`src/rtl/rggen_axi4lite_request_fifo_if.sv`:
```
// ---------------------------------------------------------------------------
// rggen_axi4lite_if
//
// AXI4-Lite bundle shared by the request FIFO and its neighbours.
//
// Parameters
//   ID_WIDTH      : width of awid/arid/bid/rid. Zero means the bus has no IDs;
//                   the fields are still declared one bit wide so the bundle
//                   stays legal, but nothing gives them any meaning.
//   ADDRESS_WIDTH : width of awaddr/araddr.
//   BUS_WIDTH     : width of wdata/rdata. wstrb is BUS_WIDTH/8 bits wide.
//
// Modports
//   master : drives AW/W/AR requests and bready/rready. It receives the
//            request readies and the B/R responses.
//   slave  : the mirror image of master.
// ---------------------------------------------------------------------------
interface rggen_axi4lite_if #(
  parameter int ID_WIDTH      = 0,
  parameter int ADDRESS_WIDTH = 8,
  parameter int BUS_WIDTH     = 32
);
  localparam int ID_W   = (ID_WIDTH > 0) ? ID_WIDTH : 1;
  localparam int STRB_W = BUS_WIDTH / 8;

  // Write address channel
  logic                     awvalid;
  logic                     awready;
  logic [ID_W-1:0]          awid;
  logic [ADDRESS_WIDTH-1:0] awaddr;
  logic [2:0]               awprot;
  // Write data channel
  logic                     wvalid;
  logic                     wready;
  logic [BUS_WIDTH-1:0]     wdata;
  logic [STRB_W-1:0]        wstrb;
  // Write response channel
  logic                     bvalid;
  logic                     bready;
  logic [ID_W-1:0]          bid;
  logic [1:0]               bresp;
  // Read address channel
  logic                     arvalid;
  logic                     arready;
  logic [ID_W-1:0]          arid;
  logic [ADDRESS_WIDTH-1:0] araddr;
  logic [2:0]               arprot;
  // Read data channel
  logic                     rvalid;
  logic                     rready;
  logic [ID_W-1:0]          rid;
  logic [1:0]               rresp;
  logic [BUS_WIDTH-1:0]     rdata;

  modport master (
    output awvalid, input awready, output awid, output awaddr, output awprot,
    output wvalid,  input wready,  output wdata, output wstrb,
    input  bvalid,  output bready, input bid,    input bresp,
    output arvalid, input arready, output arid,  output araddr, output arprot,
    input  rvalid,  output rready, input rid,    input rresp,   input rdata
  );

  modport slave (
    input  awvalid, output awready, input awid,  input awaddr, input awprot,
    input  wvalid,  output wready,  input wdata, input wstrb,
    output bvalid,  input bready,   output bid,  output bresp,
    input  arvalid, output arready, input arid,  input araddr, input arprot,
    output rvalid,  input rready,   output rid,  output rresp, output rdata
  );
endinterface

```
`src/rtl/rggen_axi4lite_request_fifo.sv`:
```
// ---------------------------------------------------------------------------
// rggen_axi4lite_request_fifo
//
// Request queue that sits in front of the AXI4-Lite register adapter. The AW,
// W and AR channels each get their own FIFO, so the three request streams
// are decoupled from one another. The readies returned to the external master
// come straight from flops, which means adapter back-pressure never reaches
// the interconnect through combinational logic. B and R go straight through.
//
// Parameters
//   ID_WIDTH      : ID width; 0 = no IDs. Without IDs nothing is stored and
//                   the ID outputs are tied low.
//   ADDRESS_WIDTH : address width.
//   BUS_WIDTH     : data width.
//   DEPTH         : entries per request FIFO (power of two, 2..16).
//
// Ports
//   i_clk     : clock, rising edge.
//   i_rst     : asynchronous active-high reset. It empties every FIFO and
//               drops the valids on master_if at once.
//   slave_if  : faces the external AXI4-Lite master.
//   master_if : faces the register adapter.
// ---------------------------------------------------------------------------

// One request FIFO channel. Its pointers are one bit wider than the index,
// which tells full apart from empty. The ready toward the producer is held
// in a flop and loaded with !full of the next state.
module rggen_axi4lite_request_fifo_chan #(
  parameter int WIDTH = 8,
  parameter int DEPTH = 2
) (
  input  logic             i_clk,
  input  logic             i_rst,
  input  logic             i_valid,
  output logic             o_ready,
  input  logic [WIDTH-1:0] i_data,
  output logic             o_valid,
  input  logic             i_ready,
  output logic [WIDTH-1:0] o_data
);
  if ((DEPTH < 2) || (DEPTH > 16) || ((DEPTH & (DEPTH - 1)) != 0)) begin : g_bad_depth
    $fatal(1, "rggen_axi4lite_request_fifo: DEPTH must be a power of two in 2..16");
  end

  localparam int IW = $clog2(DEPTH);
  localparam int PW = IW + 1;

  logic [PW-1:0]    wptr_q, wptr_d;
  logic [PW-1:0]    rptr_q, rptr_d;
  logic             ready_q, ready_d;
  logic [WIDTH-1:0] mem_q [DEPTH];
  logic             push, pop, empty, full;

  always_comb begin
    empty   = (wptr_q == rptr_q);
    full    = (wptr_q[IW-1:0] == rptr_q[IW-1:0]) && (wptr_q[IW] != rptr_q[IW]);
    push    = i_valid && ready_q;
    pop     = !empty && i_ready;
    wptr_d  = wptr_q + PW'(push);
    rptr_d  = rptr_q + PW'(pop);
    // Ready is loaded from the next-state pointers. It therefore falls on the
    // edge that fills the FIFO and rises on the edge that pops from full.
    ready_d = !((wptr_d[IW-1:0] == rptr_d[IW-1:0]) && (wptr_d[IW] != rptr_d[IW]));
  end

  always_ff @(posedge i_clk or posedge i_rst) begin
    if (i_rst) begin
      wptr_q  <= '0;
      rptr_q  <= '0;
      ready_q <= 1'b1;
    end else begin
      wptr_q  <= wptr_d;
      rptr_q  <= rptr_d;
      ready_q <= ready_d;
    end
  end

  // The payload array has no reset. Entries past the read pointer are never
  // presented, because valid is taken from the pointers alone.
  always_ff @(posedge i_clk) begin
    if (push) begin
      mem_q[wptr_q[IW-1:0]] <= i_data;
    end
  end

  assign o_ready = ready_q;
  assign o_valid = !empty;
  assign o_data  = mem_q[rptr_q[IW-1:0]];

  a_no_push_when_full : assert property (
    @(posedge i_clk) disable iff (i_rst) push |-> !full
  );
  a_stable_under_stall : assert property (
    @(posedge i_clk) disable iff (i_rst) (o_valid && !i_ready) |=> $stable(o_data)
  );
endmodule

module rggen_axi4lite_request_fifo #(
  parameter int ID_WIDTH      = 0,
  parameter int ADDRESS_WIDTH = 8,
  parameter int BUS_WIDTH     = 32,
  parameter int DEPTH         = 2
) (
  input  logic             i_clk,
  input  logic             i_rst,
  rggen_axi4lite_if.slave  slave_if,
  rggen_axi4lite_if.master master_if
);
  localparam int STRB_W   = BUS_WIDTH / 8;
  localparam int ID_STORE = (ID_WIDTH > 0) ? ID_WIDTH : 0;
  // Address-channel entry layout: {id (if any), addr, prot}
  localparam int AX_W     = ID_STORE + ADDRESS_WIDTH + 3;
  // Write-data entry layout: {data, strb}
  localparam int W_W      = BUS_WIDTH + STRB_W;

  logic [AX_W-1:0] aw_in, aw_out;
  logic [AX_W-1:0] ar_in, ar_out;
  logic [W_W-1:0]  w_in,  w_out;

  if (ID_WIDTH > 0) begin : g_id
    assign aw_in          = {slave_if.awid, slave_if.awaddr, slave_if.awprot};
    assign ar_in          = {slave_if.arid, slave_if.araddr, slave_if.arprot};
    assign master_if.awid = aw_out[AX_W-1 -: ID_WIDTH];
    assign master_if.arid = ar_out[AX_W-1 -: ID_WIDTH];
    assign slave_if.bid   = master_if.bid;
    assign slave_if.rid   = master_if.rid;
  end else begin : g_no_id
    // Without IDs, the one-bit ID fields are neither queued nor forwarded.
    logic unused_ids;
    assign unused_ids     = ^{slave_if.awid, slave_if.arid, master_if.bid, master_if.rid};
    assign aw_in          = {slave_if.awaddr, slave_if.awprot};
    assign ar_in          = {slave_if.araddr, slave_if.arprot};
    assign master_if.awid = '0;
    assign master_if.arid = '0;
    assign slave_if.bid   = '0;
    assign slave_if.rid   = '0;
  end

  assign w_in = {slave_if.wdata, slave_if.wstrb};

  rggen_axi4lite_request_fifo_chan #(.WIDTH(AX_W), .DEPTH(DEPTH)) u_aw_fifo (
    .i_clk   (i_clk),
    .i_rst   (i_rst),
    .i_valid (slave_if.awvalid),
    .o_ready (slave_if.awready),
    .i_data  (aw_in),
    .o_valid (master_if.awvalid),
    .i_ready (master_if.awready),
    .o_data  (aw_out)
  );

  rggen_axi4lite_request_fifo_chan #(.WIDTH(W_W), .DEPTH(DEPTH)) u_w_fifo (
    .i_clk   (i_clk),
    .i_rst   (i_rst),
    .i_valid (slave_if.wvalid),
    .o_ready (slave_if.wready),
    .i_data  (w_in),
    .o_valid (master_if.wvalid),
    .i_ready (master_if.wready),
    .o_data  (w_out)
  );

  rggen_axi4lite_request_fifo_chan #(.WIDTH(AX_W), .DEPTH(DEPTH)) u_ar_fifo (
    .i_clk   (i_clk),
    .i_rst   (i_rst),
    .i_valid (slave_if.arvalid),
    .o_ready (slave_if.arready),
    .i_data  (ar_in),
    .o_valid (master_if.arvalid),
    .i_ready (master_if.arready),
    .o_data  (ar_out)
  );

  assign master_if.awaddr = aw_out[3 +: ADDRESS_WIDTH];
  assign master_if.awprot = aw_out[2:0];
  assign master_if.araddr = ar_out[3 +: ADDRESS_WIDTH];
  assign master_if.arprot = ar_out[2:0];
  assign master_if.wdata  = w_out[STRB_W +: BUS_WIDTH];
  assign master_if.wstrb  = w_out[STRB_W-1:0];

  // Response channels are wired straight through, with no storage.
  assign slave_if.bvalid  = master_if.bvalid;
  assign slave_if.bresp   = master_if.bresp;
  assign slave_if.rvalid  = master_if.rvalid;
  assign slave_if.rresp   = master_if.rresp;
  assign slave_if.rdata   = master_if.rdata;
  assign master_if.bready = slave_if.bready;
  assign master_if.rready = slave_if.rready;
endmodule

```
`src/flat_wrapper.sv`:
```
// flat-port wrapper written by rule: the top's interface ports become plain ports
module rggen_axi4lite_request_fifo_flat 
#(
  parameter int ID_WIDTH      = 0,
  parameter int ADDRESS_WIDTH = 8,
  parameter int BUS_WIDTH     = 32,
  parameter int DEPTH         = 2
)
  (i_clk, i_rst, slave_if_awvalid, slave_if_awready, slave_if_awid, slave_if_awaddr, slave_if_awprot, slave_if_wvalid, slave_if_wready, slave_if_wdata, slave_if_wstrb, slave_if_bvalid, slave_if_bready, slave_if_bid, slave_if_bresp, slave_if_arvalid, slave_if_arready, slave_if_arid, slave_if_araddr, slave_if_arprot, slave_if_rvalid, slave_if_rready, slave_if_rid, slave_if_rresp, slave_if_rdata, master_if_awvalid, master_if_awready, master_if_awid, master_if_awaddr, master_if_awprot, master_if_wvalid, master_if_wready, master_if_wdata, master_if_wstrb, master_if_bvalid, master_if_bready, master_if_bid, master_if_bresp, master_if_arvalid, master_if_arready, master_if_arid, master_if_araddr, master_if_arprot, master_if_rvalid, master_if_rready, master_if_rid, master_if_rresp, master_if_rdata);
  rggen_axi4lite_if #(.ID_WIDTH(ID_WIDTH), .ADDRESS_WIDTH(ADDRESS_WIDTH), .BUS_WIDTH(BUS_WIDTH)) slave_if_i ();
  rggen_axi4lite_if #(.ID_WIDTH(ID_WIDTH), .ADDRESS_WIDTH(ADDRESS_WIDTH), .BUS_WIDTH(BUS_WIDTH)) master_if_i ();
  input  logic i_clk;
  input  logic i_rst;
  input wire logic [$bits(slave_if_i.awvalid)-1:0] slave_if_awvalid;
  output wire logic [$bits(slave_if_i.awready)-1:0] slave_if_awready;
  input wire logic [$bits(slave_if_i.awid)-1:0] slave_if_awid;
  input wire logic [$bits(slave_if_i.awaddr)-1:0] slave_if_awaddr;
  input wire logic [$bits(slave_if_i.awprot)-1:0] slave_if_awprot;
  input wire logic [$bits(slave_if_i.wvalid)-1:0] slave_if_wvalid;
  output wire logic [$bits(slave_if_i.wready)-1:0] slave_if_wready;
  input wire logic [$bits(slave_if_i.wdata)-1:0] slave_if_wdata;
  input wire logic [$bits(slave_if_i.wstrb)-1:0] slave_if_wstrb;
  output wire logic [$bits(slave_if_i.bvalid)-1:0] slave_if_bvalid;
  input wire logic [$bits(slave_if_i.bready)-1:0] slave_if_bready;
  output wire logic [$bits(slave_if_i.bid)-1:0] slave_if_bid;
  output wire logic [$bits(slave_if_i.bresp)-1:0] slave_if_bresp;
  input wire logic [$bits(slave_if_i.arvalid)-1:0] slave_if_arvalid;
  output wire logic [$bits(slave_if_i.arready)-1:0] slave_if_arready;
  input wire logic [$bits(slave_if_i.arid)-1:0] slave_if_arid;
  input wire logic [$bits(slave_if_i.araddr)-1:0] slave_if_araddr;
  input wire logic [$bits(slave_if_i.arprot)-1:0] slave_if_arprot;
  output wire logic [$bits(slave_if_i.rvalid)-1:0] slave_if_rvalid;
  input wire logic [$bits(slave_if_i.rready)-1:0] slave_if_rready;
  output wire logic [$bits(slave_if_i.rid)-1:0] slave_if_rid;
  output wire logic [$bits(slave_if_i.rresp)-1:0] slave_if_rresp;
  output wire logic [$bits(slave_if_i.rdata)-1:0] slave_if_rdata;
  output wire logic [$bits(master_if_i.awvalid)-1:0] master_if_awvalid;
  input wire logic [$bits(master_if_i.awready)-1:0] master_if_awready;
  output wire logic [$bits(master_if_i.awid)-1:0] master_if_awid;
  output wire logic [$bits(master_if_i.awaddr)-1:0] master_if_awaddr;
  output wire logic [$bits(master_if_i.awprot)-1:0] master_if_awprot;
  output wire logic [$bits(master_if_i.wvalid)-1:0] master_if_wvalid;
  input wire logic [$bits(master_if_i.wready)-1:0] master_if_wready;
  output wire logic [$bits(master_if_i.wdata)-1:0] master_if_wdata;
  output wire logic [$bits(master_if_i.wstrb)-1:0] master_if_wstrb;
  input wire logic [$bits(master_if_i.bvalid)-1:0] master_if_bvalid;
  output wire logic [$bits(master_if_i.bready)-1:0] master_if_bready;
  input wire logic [$bits(master_if_i.bid)-1:0] master_if_bid;
  input wire logic [$bits(master_if_i.bresp)-1:0] master_if_bresp;
  output wire logic [$bits(master_if_i.arvalid)-1:0] master_if_arvalid;
  input wire logic [$bits(master_if_i.arready)-1:0] master_if_arready;
  output wire logic [$bits(master_if_i.arid)-1:0] master_if_arid;
  output wire logic [$bits(master_if_i.araddr)-1:0] master_if_araddr;
  output wire logic [$bits(master_if_i.arprot)-1:0] master_if_arprot;
  input wire logic [$bits(master_if_i.rvalid)-1:0] master_if_rvalid;
  output wire logic [$bits(master_if_i.rready)-1:0] master_if_rready;
  input wire logic [$bits(master_if_i.rid)-1:0] master_if_rid;
  input wire logic [$bits(master_if_i.rresp)-1:0] master_if_rresp;
  input wire logic [$bits(master_if_i.rdata)-1:0] master_if_rdata;
  assign slave_if_i.awvalid = slave_if_awvalid;
  assign slave_if_awready = slave_if_i.awready;
  assign slave_if_i.awid = slave_if_awid;
  assign slave_if_i.awaddr = slave_if_awaddr;
  assign slave_if_i.awprot = slave_if_awprot;
  assign slave_if_i.wvalid = slave_if_wvalid;
  assign slave_if_wready = slave_if_i.wready;
  assign slave_if_i.wdata = slave_if_wdata;
  assign slave_if_i.wstrb = slave_if_wstrb;
  assign slave_if_bvalid = slave_if_i.bvalid;
  assign slave_if_i.bready = slave_if_bready;
  assign slave_if_bid = slave_if_i.bid;
  assign slave_if_bresp = slave_if_i.bresp;
  assign slave_if_i.arvalid = slave_if_arvalid;
  assign slave_if_arready = slave_if_i.arready;
  assign slave_if_i.arid = slave_if_arid;
  assign slave_if_i.araddr = slave_if_araddr;
  assign slave_if_i.arprot = slave_if_arprot;
  assign slave_if_rvalid = slave_if_i.rvalid;
  assign slave_if_i.rready = slave_if_rready;
  assign slave_if_rid = slave_if_i.rid;
  assign slave_if_rresp = slave_if_i.rresp;
  assign slave_if_rdata = slave_if_i.rdata;
  assign master_if_awvalid = master_if_i.awvalid;
  assign master_if_i.awready = master_if_awready;
  assign master_if_awid = master_if_i.awid;
  assign master_if_awaddr = master_if_i.awaddr;
  assign master_if_awprot = master_if_i.awprot;
  assign master_if_wvalid = master_if_i.wvalid;
  assign master_if_i.wready = master_if_wready;
  assign master_if_wdata = master_if_i.wdata;
  assign master_if_wstrb = master_if_i.wstrb;
  assign master_if_i.bvalid = master_if_bvalid;
  assign master_if_bready = master_if_i.bready;
  assign master_if_i.bid = master_if_bid;
  assign master_if_i.bresp = master_if_bresp;
  assign master_if_arvalid = master_if_i.arvalid;
  assign master_if_i.arready = master_if_arready;
  assign master_if_arid = master_if_i.arid;
  assign master_if_araddr = master_if_i.araddr;
  assign master_if_arprot = master_if_i.arprot;
  assign master_if_i.rvalid = master_if_rvalid;
  assign master_if_rready = master_if_i.rready;
  assign master_if_i.rid = master_if_rid;
  assign master_if_i.rresp = master_if_rresp;
  assign master_if_i.rdata = master_if_rdata;
  rggen_axi4lite_request_fifo #(.ID_WIDTH(ID_WIDTH), .ADDRESS_WIDTH(ADDRESS_WIDTH), .BUS_WIDTH(BUS_WIDTH), .DEPTH(DEPTH)) u_core (.i_clk(i_clk), .i_rst(i_rst), .slave_if(slave_if_i), .master_if(master_if_i));
endmodule
```
`config.mk`:
```
export PLATFORM = sky130hd
export DESIGN_NAME = rggen_axi4lite_request_fifo_flat
export DESIGN_NICKNAME = d
export VERILOG_FILES = /design/src/rtl/rggen_axi4lite_request_fifo_if.sv /design/src/rtl/rggen_axi4lite_request_fifo.sv /design/src/flat_wrapper.sv
export SDC_FILE = /design/constraint.sdc
export NUM_CORES = 1
export LEC_CHECK = 0
export ABC_AREA = 1
export CAP_MARGIN = 5
export CORE_MARGIN = 2
export CORE_UTILIZATION = 37
export CTS_CLUSTER_SIZE = 12
export DETAILED_ROUTE_END_ITERATION = 7
export PLACE_DENSITY = 0.73
export SKIP_LAST_GASP = 1
export SYNTH_ARGS = -nofsm -noshare
export SYNTH_HDL_FRONTEND = slang
export SYNTH_SLANG_ARGS = --single-unit
```
`constraint.sdc`:
```
create_clock -name i_clk -period 1.95 [get_ports i_clk]
set_clock_uncertainty 0.05 [all_clocks]
set_input_delay 0.39 -clock i_clk [delete_from_list [all_inputs] [get_ports i_clk]]
set_output_delay 0.39 -clock i_clk [all_outputs]
set_load 0.01 [all_outputs]
```
# Word-level counts from Yosys, hierarchy flattened
# Memory sizes are Yosys's and may differ from the RTL's.
# Cells that the tools add are included.
[totals] regBits=15 latchBits=0 mem_bits_rw=116 mem_bits_ro=0 inputBits=110 output_inout_bits=108 wordCells=48 memories=3
[memory_table] name="u_core.u_w_fifo.mem_q" depth=2 width=36 rd=1 rd_ports_with_merged_regs=0 wr=1 line="rggen_axi4lite_request_fifo.sv:51" text="logic [WIDTH-1:0] mem_q [DEPTH];"
[memory_table] name="u_core.u_ar_fifo.mem_q" depth=2 width=11 rd=1 rd_ports_with_merged_regs=0 wr=1 line="rggen_axi4lite_request_fifo.sv:51"
[memory_table] name="u_core.u_aw_fifo.mem_q" depth=2 width=11 rd=1 rd_ports_with_merged_regs=0 wr=1 line="rggen_axi4lite_request_fifo.sv:51"
[classes] add_sub_neg=6 multipliers=0 div=0 n_lt_le_gt_ge=0 n_eq_ne=9 shifts=0 muxes=6 bitwise_logic=0 reduce_logical=15
[op_table] cell="adder 2 x 1 -> 2 bit" count=6
[op_table] cell="logical AND 1 bit" count=9
[op_table] cell="== test 2 bit" count=3
[op_table] cell="zero test 1 bit" count=6
[op_table] cell="two-way mux 1 bit" count=6
[op_table] cell="== test 1 bit" count=3
[op_table] cell="inequality test 1 bit" count=3

# Depth between registers and ports, before layout
[depth] word_depth=7 ltp_mapped=10 mapped_depth_nobuf=10

# Modules after synthesis
# From an unflattened synthesis, not the netlist that was laid out.
[hier_totals] hier_cells=469 hier_area_um2=5496.5
[by_module_without_submodules] mod="rggen_axi4lite_request_fifo_chan at u_core.u_w_fifo" instances=1 cells_per_inst=228 area_per_inst_um2=2972.9 seq_area_each_um2=2288.4
[by_module_without_submodules] mod="rggen_axi4lite_request_fifo_chan at u_core.u_ar_fifo ..." instances=2 cells_per_inst=98 area_per_inst_um2=1094.8 seq_area_each_um2=787.0
[by_module_without_submodules] mod="rggen_axi4lite_request_fifo" instances=1 cells_per_inst=45 area_per_inst_um2=334.1 seq_area_each_um2=0.0

# Least setup slack after synthesis
# Ideal clock, no wire load.
[synth_timing] path_type="reg-to-reg" startpoint="reg u_core.u_w_fifo.ready_q, in the netlist u_core.u_w_fifo.o_ready" endpoint="reg u_core.u_w_fifo.ready_q, in the netlist u_core.u_w_fifo.o_ready" setup_time_ps=83 arrival_ps=2015 required_ps=1817 slack_ps=-199 stages_incl_launch_ff=9 n_path_buf=0 synth_period_minus_slack_ps=2149 cell_sequence="dfstp_2 nand2_1 inv_1 ha_1 inv_1 nand2_1 nand2_1 nand2_1 nand3_1"
[synth_via] elab_chain_len=5 elab_cells_between_ends=6 classes_between="add/sub (1); eq/ne (2); reduce/logical (3)"
[synth_rtl] item="from (decl)" line="rggen_axi4lite_request_fifo.sv:50" text="logic ready_q, ready_d;"
[synth_rtl] item="from (signal assigned)" line="rggen_axi4lite_request_fifo.sv:74" text="ready_q <= ready_d;"
[synth_rtl] item="logical AND 1 bit *" line="rggen_axi4lite_request_fifo.sv:57" text="push = i_valid && ready_q;"
[synth_rtl] item="adder 2 x 1 -> 2 bit *" line="rggen_axi4lite_request_fifo.sv:59" text="wptr_d = wptr_q + PW'(push);"
[synth_rtl] item="== test 1 bit or inequality test 1 bit (tied branches)" line="rggen_axi4lite_request_fifo.sv:63" text="ready_d = !((wptr_d[IW-1:0] == rptr_d[IW-1:0]) && (wptr_d[IW] != rptr_d[IW]));"
[synth_rtl] item="logical AND 1 bit *" line="rggen_axi4lite_request_fifo.sv:63"
[synth_rtl] item="zero test 1 bit *" line="rggen_axi4lite_request_fifo.sv:63"
[synth_rtl] item="via u_core.u_w_fifo.ready_d" line="rggen_axi4lite_request_fifo.sv:50"
# The timed path passes the listed nets; every way through them passes the cells marked *.

# Final worst setup path
[layout_timing] startpoint="reg u_core.u_w_fifo.rptr_q[0]" endpoint="out master_if_wdata[2]"
[layout_via] elab_chain_len=1
[layout_rtl] item="from (decl)" line="rggen_axi4lite_request_fifo.sv:49" text="logic [PW-1:0] rptr_q, rptr_d;"
[layout_rtl] item="from (signal assigned)" line="rggen_axi4lite_request_fifo.sv:73" text="rptr_q <= rptr_d;"
[layout_rtl] item="memory read (2 x 36 bit)"
[layout_rtl] item="to (decl)" line="flat_wrapper.sv:44" text="output wire logic [$bits(master_if_i.wdata)-1:0] master_if_wdata;"
# No other way between the ends.

==> summary.md <==
| Metric | Value |
|---|---|
| Status | `complete, but fails checks` |
| Violations in the final reports | `negative setup slack` |
| Leak Pwr | `3.31 nW` |
| Critical path type | `reg2out` |
| Fin. max-slew vios | `0` |
| CTS Sinks | `131` |
| Worst path bufs/invs | `5` |
| Detailed Routing Iterations Pass 1 | `4` |
| Die W | `126 um` |
| Register Area | `0.00386 mm2` |
| Slew HR | `62.2%` |
| Iter 0 DRT Violations | `149` |
| CP startpoint kind | `flop` |
| Fmax achieved | `0.509 GHz` |
| Post-Layout Cell Count | `801` |
| Setup violators final | `4` |
| Post-Place Setup Slack | `70.6 ps` |
| Yosys warning count | `0` |
| CP Data Arrival Time | `1530 ps` |
| Final Cycle Share | `101%` |
| PwrDens | `1630 mW/mm2` |
| Post-route setup slack | `-16.0 ps` |
| CP max stage cell | `dfrtp_2` |
| Residual DRC | `0` |
| H-tree levels | `4` |
| Library cells used by synthesis | `16` |
| Final wirelength | `13.2 mm` |
| Core area | `0.0145 mm2` |
| Full die area | `0.0158 mm2` |
| Clock buffer depth | `2` |
| Critical Path RT | `1510 ps` |
| Pin count of the biggest net entering global routing | `22` |
| Critical Path End Type | `output pin` |
| Fin nets | `724` |
| Critical path's top delay family | `buffers and inverters` |
| Placed cells | `742` |
| Cells after Synth | `467` |
| Vias | `3,592` |
| Seq/Total Area, Yosys | `70.4%` |
| Initial antenna violation count | `0` |
| Clock Latency Late Sink | `400 ps` |
| WL per Instance | `16.5 um` |
| Final hold violations | `0` |
| Dpl hpwl | `8.16 mm` |
| Root Driver | `clkbuf_16` |
| RePlAce Congestion | `0.775` |
| Largest stage delay, worst path | `430 ps` |
| Setup TNS | `-43.7 ps` |
| Hold Slack | `286 ps` |
| Initial core utilization | `37.8%` |
| TritonCTS clock tree | `done` |
| Multi-input gate area in the final layout | `0.00115 mm2` |
| Total Routing Usage GR | `16.8%` |
| Worst-path cell chain | `inv_4, buf_8, buf_16, buf_4, nand2_2, nand2_1, buf_2` |
| Vias per cell | `4.48` |
| Global-route wire length before repair | `19.6 mm` |
| Minimum clock period | `1970 ps` |
| Syn avg cell area | `11.8 um2` |
| RSZ-0062 raised after global routing | `true` |
| Number of global-route vias before repair | `3,739` |
| VDD IR-drop max | `0.758 mV` |
| Max Cap Viol | `0` |
| Port Buffers | `129` |
| Global route total overflow | `0` |
| Yosys reg bits | `131` |
| Reg-to-reg critical path startpoint | `u_core.u_w_fifo.rptr_q[0]$_DFF_PP0_` |
| Fraction of layout cells with a size suffix above 1 | `26.3%` |
| End of the worst register-to-register path | `u_core.u_w_fifo.o_ready$_DFF_PP1_` |
| Worst-Margin Slew | `566 ps` |
| Area delta synth->final | `38.6%` |
| Die H | `126 um` |
| Inserted Clock Buffers | `17` |
| HP Class | `in2async` |
| Routed Antenna Nets | `0` |
| R2R cell count | `6` |
| # IOs | `218` |
| Clock transition at path regs | `60 ps` |
| Worst Path Max Fanout | `6` |
| Rows | `44` |
| Fillers | `1,276` |
| Reg2reg setup slack | `280 ps` |
| ANT cells | `0` |
| Synthesized area | `0.00549 mm2` |
-- worst reg2reg max path, stage by stage (launching register included) --
cell and delay [ps]:
dfrtp_2 430, buf_6 160, bufbuf_16 280, buf_4 140
ha_1 310, xor2_1 140, nand3_1 90
-- power by group --
| part | internal [W] | switching, W | leakage (nW) |
|---|---|---|---|
| sequential | 0.00384 | 0.000270 | 1.25 |
| clock | 0.00186 | 0.00113 | 0.270 |
| combinational | 0.00253 | 0.00276 | 1.79 |
| total | 0.00822 | 0.00416 | 3.31 |
-- sequential cells by signal, indices dropped and copies added, names as in the netlist --
signal,count
u_core.u_ar_fifo.mem_q,22
u_core.u_ar_fifo.o_ready,1
u_core.u_ar_fifo.rptr_q,2
u_core.u_ar_fifo.wptr_q,2
u_core.u_aw_fifo.mem_q,22
u_core.u_aw_fifo.o_ready,1
u_core.u_aw_fifo.rptr_q,2
u_core.u_aw_fifo.wptr_q,2
u_core.u_w_fifo.mem_q,72
u_core.u_w_fifo.o_ready,1
u_core.u_w_fifo.rptr_q,2
u_core.u_w_fifo.wptr_q,2
-- cell families (layout without fill, tap and decap cells) --
logic type               count (synthesis)  count (layout)  share of synthesized area (%)
AND/OR/NAND/NOR                        234             234                           16.1
other                                    1               4                         0.0683
AO/OA/AOI/OAI                            3               3                          0.273
adder cells (fa/ha/maj)                  9               9                           2.05
buffers and inverters                   83             230                           10.2
XOR/XNOR                                 6               6                          0.958
flip-flops                             131             131                           70.4
-- synthesized netlist by cell type --
cell type,count,area share (%)
xnor2_1,3,0.48
inv_1,27,1.8
dfstp_2,3,1.4
ha_1,9,2.1
buf_2,4,0.36
buf_12,3,1.1
xor2_1,3,0.48
dfrtp_1,12,5.5
inv_2,1,0.068
buf_4,44,6.0
conb_1,1,0.068
buf_6,4,0.82
nand2_1,231,16
nand3_1,3,0.27
edfxtp_1,116,63
a21oi_1,3,0.27
-- layout by cell type (no fill, tap or decap), types with 7 or more instances in the layout --
| master | netlist | final |
|---|---|---|
| nand2_1 | 231 | 210 |
| edfxtp_1 | 116 | 116 |
| clkdlybuf4s50_1 | 0 | 66 |
| buf_2 | 4 | 32 |
| clkbuf_2 | 0 | 26 |
| inv_1 | 27 | 25 |
| nand2_2 | 0 | 18 |
| clkbuf_16 | 0 | 18 |
| buf_4 | 44 | 15 |
| dfrtp_1 | 12 | 11 |
| buf_12 | 3 | 10 |
| buf_6 | 4 | 9 |
| buf_16 | 0 | 8 |
| ha_1 | 9 | 7 |
-- worst max path at each step --
stage                                                   start                                 to  cells past startpoint  slack [ps]
after CTS                 u_core.u_w_fifo.rptr_q[0]$_DFF_PP0_                 master_if_wdata[7]                      8        -230
final                     u_core.u_w_fifo.rptr_q[0]$_DFF_PP0_                 master_if_wdata[2]                      7         -20
after global routing      u_core.u_w_fifo.rptr_q[0]$_DFF_PP0_                 master_if_wdata[2]                      7         -90
after floorplan             u_core.u_w_fifo.o_ready$_DFF_PP1_  u_core.u_w_fifo.o_ready$_DFF_PP1_                      8         200
after detailed placement  u_core.u_w_fifo.rptr_q[0]$_DFF_PP0_                 master_if_wdata[7]                      5          70
after global placement    u_core.u_w_fifo.rptr_q[0]$_DFF_PP0_                master_if_wdata[25]                      5          90
-- metal layers --
| metal | GRT usage [%] | vias up | part of all wire, % |
|---|---|---|---|
| met5 | 0 | - | 0 |
| met4 | 8.66 | 0 | 3.6 |
| met3 | 5.01 | 36 | 7.3 |
| met2 | 30.7 | 132 | 54 |
| met1 | 17.4 | 1683 | 35 |
| li1 | - | 1741 | - |
-- through the flow --
step	total power, W	instance area [um2]	util [%]
floorplan	0.00656	5510	-
global placement	0.00853	6760	46.5
detailed placement	0.00864	6760	46.5
CTS	0.0125	7670	52.8
global route	0.0131	7610	52.3
finish	0.0124	7610	52.3
-- area by class of cell --
class                      instances  share of cell area [%]
multi-input combinational        256                    15.1
clock buffer                      17                    5.59
timing repair buffer             171                    22.1
sequential                       131                    50.8
inverter                          28                    1.51
tap                              184                    3.03
clock inverter                    14                    1.84
-- what timing repair did --
action | 4_1_cts | 5_1_grt
setup endpoints to repair | 61 | 63
cloned | 9 | 1
pin swaps | 3 | 9
gates resized for setup | 183 | 92
buffers inserted | 21 | 2
endpoints found under the hold margin | 0 | 0
hold buffers | 0 | 0
Power figures use the tool's default switching activity.
